<file path="config.mk">
export PLATFORM = sky130hd
export DESIGN_NAME = bash_hash_msg_buf
export DESIGN_NICKNAME = d
export VERILOG_FILES = /design/src/rtl/bash_hash_msg_buf.sv
export SDC_FILE = /design/constraint.sdc
export NUM_CORES = 2
export LEC_CHECK = 0
export BUFFER_PORTS_ARGS = -buffer_cell sky130_fd_sc_hd__clkbuf_2
export CAP_MARGIN = 20
export CORE_AREA = 2 2 425 427
export CTS_CLUSTER_DIAMETER = 200
export DETAILED_ROUTE_END_ITERATION = 16
export DIE_AREA = 0 0 427 429
export GPL_TIMING_DRIVEN = 0
export HOLD_SLACK_MARGIN = 0.06
export PLACE_DENSITY = 0.49
export SKIP_CTS_REPAIR_TIMING = 1
export SKIP_LAST_GASP = 1
export SYNTH_ARGS = -nofsm -noshare
export SYNTH_HDL_FRONTEND = slang
export SYNTH_SLANG_ARGS = --single-unit
</file>
<file path="constraint.sdc">
create_clock -name clk_i -period 94.1 [get_ports clk_i]
set_input_delay 9.41 -clock clk_i [delete_from_list [all_inputs] [get_ports clk_i]]
set_output_delay 9.41 -clock clk_i [all_outputs]
set_load 0.005 [all_outputs]
</file>
<file path="src/rtl/bash_hash_msg_buf.sv">
// Message buffer for the bash hash core: collects 64-bit host words into a
// 1024-bit rate block, appends the 0x40 padding byte, and handshakes each
// block with the core control unit through prep/start requests.
module bash_hash_msg_buf (
   input  logic          clk_i,
   input  logic          rst_i,
   input  logic          init_i,
   input  logic [63:0]   data_i,
   input  logic          valid_i,
   input  logic          last_i,
   input  logic [3:0]    bytes_i,
   output logic          ready_o,
   input  logic          rdy_i,
   input  logic          start_i,
   input  logic          active_i,
   output logic          prep_active_o,
   output logic          start_active_o,
   output logic [1023:0] block_o,
   output logic          final_o,
   output logic          done_o
);

   typedef enum logic [1:0] {IDLE, FILL, FULL, DONE} state_e;

   state_e        state_q, state_d;
   logic [3:0]    idx_q, idx_d;
   logic          padPending_q, padPending_d;
   logic [1023:0] block_q, block_d;
   logic          final_q, final_d;
   logic          prep_q, prep_d;
   logic [3:0]    lastBytes;
   logic [63:0]   lastWord;

   assign lastBytes = (bytes_i > 4'd8) ? 4'd8 : bytes_i;

   // Build the final word: keep the valid bytes, drop 0x40 right after them, zero the rest
   always_comb begin
      lastWord = '0;
      for (int b = 0; b < 8; b++) begin
         if (b < int'(lastBytes)) begin
            lastWord[8*b +: 8] = data_i[8*b +: 8];
         end else if (b == int'(lastBytes)) begin
            lastWord[8*b +: 8] = 8'h40;
         end
      end
   end

   // Next-state logic; init_i overrides everything else in the same cycle
   always_comb begin
      state_d      = state_q;
      idx_d        = idx_q;
      padPending_d = padPending_q;
      block_d      = block_q;
      final_d      = final_q;
      prep_d       = 1'b0;
      if (init_i) begin
         prep_d       = 1'b1;
         block_d      = '0;
         idx_d        = 4'd0;
         padPending_d = 1'b0;
         final_d      = 1'b0;
         state_d      = FILL;
      end else begin
         case (state_q)
            IDLE: begin
            end
            FILL: begin
               if (valid_i) begin
                  if (last_i) begin
                     block_d[{idx_q, 6'd0} +: 64] = lastWord;
                     state_d = FULL;
                     if (lastBytes != 4'd8) begin
                        final_d = 1'b1;
                     end else if (idx_q != 4'd15) begin
                        block_d[{idx_q + 4'd1, 6'd0} +: 64] = 64'h40;
                        final_d = 1'b1;
                     end else begin
                        padPending_d = 1'b1;
                        final_d      = 1'b0;
                     end
                  end else begin
                     block_d[{idx_q, 6'd0} +: 64] = data_i;
                     if (idx_q == 4'd15) begin
                        state_d = FULL;
                        final_d = 1'b0;
                     end else begin
                        idx_d = idx_q + 4'd1;
                     end
                  end
               end
            end
            FULL: begin
               if (start_i) begin
                  block_d = '0;
                  idx_d   = 4'd0;
                  if (padPending_q) begin
                     block_d[7:0] = 8'h40;
                     padPending_d = 1'b0;
                     final_d      = 1'b1;
                  end else if (final_q) begin
                     state_d = DONE;
                  end else begin
                     state_d = FILL;
                  end
               end
            end
            DONE: begin
               if (!active_i && rdy_i) begin
                  final_d = 1'b0;
                  state_d = IDLE;
               end
            end
            default: state_d = IDLE;
         endcase
      end
   end

   // State and datapath registers, cleared asynchronously
   always_ff @(posedge clk_i or posedge rst_i) begin
      if (rst_i) begin
         state_q      <= IDLE;
         idx_q        <= 4'd0;
         padPending_q <= 1'b0;
         block_q      <= '0;
         final_q      <= 1'b0;
         prep_q       <= 1'b0;
      end else begin
         state_q      <= state_d;
         idx_q        <= idx_d;
         padPending_q <= padPending_d;
         block_q      <= block_d;
         final_q      <= final_d;
         prep_q       <= prep_d;
      end
   end

   assign ready_o        = (state_q == FILL);
   assign start_active_o = (state_q == FULL) && rdy_i;
   assign done_o         = (state_q == DONE) && !init_i && !active_i && rdy_i;
   assign prep_active_o  = prep_q;
   assign block_o        = block_q;
   assign final_o        = final_q;

endmodule

</file>
==> qor.txt <==
======================================================================================================
Outcome                                                                                   finished clean
Initial DRC count                                                                                7,038
Largest stage delay on the critical path                                                       0.65 ns
Ranking of synthesized cells by area                                                      dfrtp_1 (48%), a21oi_1 (6.6%), o21ai_0 (6.1%)
Global placement routability congestion                                                          1.013
Total of flip-flops plus latches after synthesis                                                 1,033
Worst setup EP type                                                                       primary output
Final antenna-violating net count                                                                    0
H-tree depth reported by CTS                                                                         4
Critical path startpoint                                                                        init_i
Layout-stage area growth over the synthesis result                                              25.15%
Worst voltage drop across the vdd grid                                                    0.00001441 V
Setup-violating endpoint count in the final report                                                   0
Syn Std Cell Area                                                                          0.05404 mm2
Proportion of netlist area held by the largest area contributor                                 47.84%
Via count                                                                                       61,610
Num CTS Buffers                                                                                    131
Fraction of registers with async set/reset                                                      100.0%
CORE AREA                                                                                   0.1780 mm2
Crit Reg-Reg Startpoint                                                                   idx_q[1]$_DFFE_PP0P_
Most repeated library cell on the critical path                                               clkbuf_2
Type of the setup path with the least slack                                                     in2out
Data required time of the worst path                                                          84.69 ns
CTS sink count                                                                                   1,033
Peak fanout along the critical path                                                                 10
Vias in the first global route                                                                  58,520
Portion of the post-synthesis area used by sequential elements                                  47.84%
Cell-internal power                                                                           896.6 uW
Series of cell instances along the critical path                                          clkbuf_2 > clkbuf_1 > nor2_1 > clkbuf_2
Beginning of the worst hold path                                                          block_o[518]$_DFFE_PP0P_
GRT Total Usage                                                                                 39.19%
Mapped Nets                                                                                      6,523
Total number of yosys warnings                                                                       0
Wire length of the first global-routing pass                                                497,900 um
Leftover overflow at the end of global routing                                                       0
CTS tree                                                                                           yes
Maximum number of pins on one net before global-route repair                                       120
Post-synth EDFFs                                                                                     0
Post-DR vias/cell                                                                                6.036
DIE AREA                                                                                    0.1832 mm2
Kind of start point of the critical path                                                    input port
Cell Rows                                                                                          155
Sum of net half-perimeters after detailed placement                                         291,400 um
Period utilization                                                                              21.39%
Max-slew headroom at the worst pin                                                              11.80%
Net switching component of the power                                                          641.8 uW
Power density over the cells                                                              22.75 mW/mm2
Worst-skew pair later-pin latency                                                              0.83 ns
Buffers added on ports                                                                           1,102
DRT Pass-1 Iters                                                                                     9
Number of top-level pins                                                                         1,105
Sequential fraction of design power                                                              32.8%
Routed length per instance                                                                    36.44 um
Clock transition at the register clock pins on the worst setup and hold paths after CTS        0.06 ns
Height of the die                                                                               429 um
Hold Path Class                                                                                reg2reg
Routed wire length                                                                          372,000 um
Cell Count, Final, Fillers Out                                                                  10,210
Initial Util                                                                                    30.35%
P_leak                                                                                        30.20 nW
Slew of the pin with the lowest slew margin                                                   1.313 ns
Count of cell types in the netlist                                                                  95
Gate Count Post-Synth                                                                            6,441
Longest Clk Path Bufs                                                                                3
Hold Violations, Final                                                                               0
Drc violations                                                                                       0
Logic gate share of total power                                                                  33.6%
Slowest cell on the critical path                                                             clkbuf_1
Skew final                                                                                  0.03869 ns
DIE WIDTH                                                                                       427 um
Critical path arrival                                                                         10.71 ns
Min Tclk post-route                                                                           20.12 ns
Maximum clock frequency                                                                    0.04969 GHz
Setup TNS after final layout                                                                      0 ns
Count of max-cap constraint violations                                                               0
Leading area contributor after synthesis                                                       dfrtp_1
Core Util, Final                                                                                37.98%
Fraction of final layout cells sized beyond drive strength 1                                    20.55%
Portion of total power attributed to the clock network                                           33.6%
Switching power as a share of total power                                                       41.72%
Antenna violations before repair                                                                    36
Final #Nets                                                                                      7,809
Setup repair after global routing missed its margin                                              false
Slew Viols, Final                                                                                    0
Filler Cells Inserted                                                                           18,870
Number of placed instances, taps included                                                        9,942
Clk Tree Root Cell                                                                           clkbuf_16
Ys flop type                                                                                   dfrtp_1
Mean post-synth cell area                                                                    8.389 um2
======================================================================================================
-- worst max-delay path, delay by kind of cell --
| family | cells | cell delay [ns] |
|---|---|---|
| buffers and inverters | 3 | 1.03 |
| and+or+nand+nor | 1 | 0.27 |
-- logic make-up after synthesis --
family | synth area share [%]
AO/OA/AOI/OAI | 28.86
flip-flops | 47.84
buffers and inverters | 6.166
adder cells (fa/ha/maj) | 0.1389
XOR/XNOR | 0.06253
AND/OR/NAND/NOR | 16.88
multiplexers | 0.06020
-- sequential cells by signal, indices dropped and copies added (netlist names) --
register,flops
state_q,2
block_o,1024
final_o,1
padPending_q,1
idx_q,4
prep_active_o,1
-- layout make-up --
| cell class | count | area (um2) | share of cell area [%] |
|---|---|---|---|
| Antenna cell | 26 | 65.06 | 0.09621 |
| Sequential cell | 1033 | 25850 | 38.23 |
| Clock inverter | 38 | 372.9 | 0.5514 |
| Inverter | 104 | 397.9 | 0.5884 |
| Buffer | 699 | 2945 | 4.355 |
| Timing Repair Buffer | 1153 | 6290 | 9.301 |
| Clock buffer | 194 | 3849 | 5.691 |
| Tap cell | 2355 | 2947 | 4.357 |
| Multi-Input combinational cell | 4605 | 24910 | 36.83 |
-- routing by layer --
layer  share of wire, %  track usage [%]  vias to the layer above
li1                   -                -                    25880
met5              0.014                0                        -
met3                8.9            9.228                     1035
met4                9.8            32.31                        8
met2                 45            61.44                     3848
met1                 36            45.35                    30840
-- cells in the final DEF (no fill, tap or decap), drive strengths merged, types with 101 or more instances in the layout --
cell / netlist / layout
clkbuf: 484 / 1781
dfrtp: 1033 / 1033
a21oi: 719 / 719
o21ai: 718 / 718
nand2: 677 / 677
nor2: 670 / 670
a31oi: 319 / 319
nor3: 300 / 300
buf: 215 / 265
nand3: 248 / 248
a22o: 211 / 211
o22a: 110 / 110
inv: 103 / 108
o22ai: 101 / 101
-- per-stage QoR --
step	cell area, um2	hold WS, ns	total power, mW	setup WS (ns)
after floorplan	54040	0.4733	0.7612	55.62
after global placement	62500	0.4708	1.003	40.51
after detailed placement	63240	0.4789	1.009	74.00
after CTS	67460	0.4957	1.523	74.00
after global routing	67600	0.5154	1.579	74.00
final	67620	0.4943	1.538	73.98
-- Yosys cell counts (32+ instances only) --
cell / count
a211oi_1: 73
buf_1: 45
a41oi_1: 33
inv_1: 102
o211ai_1: 32
and2_1: 57
o21ai_0: 658
nand2_1: 677
a22o_1: 211
dfrtp_1: 1033
a31oi_1: 318
nor2_1: 655
clkbuf_1: 483
o21ai_1: 57
o22a_1: 110
nand3_1: 246
nor3_1: 293
buf_2: 142
o22ai_1: 99
a21oi_1: 714
-- power groups by stage --
stage / combinational [mW] / sequential, mW / clock (mW)
5_1_grt: 0.536 / 0.506 / 0.537
6_report: 0.517 / 0.504 / 0.517
3_5_place_dp: 0.498 / 0.511 / 0
3_3_place_gp: 0.491 / 0.512 / 0
2_1_floorplan: 0.257 / 0.504 / 0
4_1_cts: 0.500 / 0.503 / 0.520
-- worst paths after layout --
kind | endpoint | slack, ns | cells past startpoint
worst max-delay path | done_o | 73.98 | 4
worst min-delay path | block_o[518]$_DFFE_PP0P_ | 0.49 | 2
worst max register to register | block_o[54]$_DFFE_PP0P_ | 88.43 | 13
worst min register to register | block_o[518]$_DFFE_PP0P_ | 0.49 | 2
max in group asynchronous | block_o[477]$_DFFE_PP0P_ | 83.14 | 5
min in group asynchronous | block_o[677]$_DFFE_PP0P_ | 8.67 | 2
No activity file was read; power rests on OpenSTA's default activity.
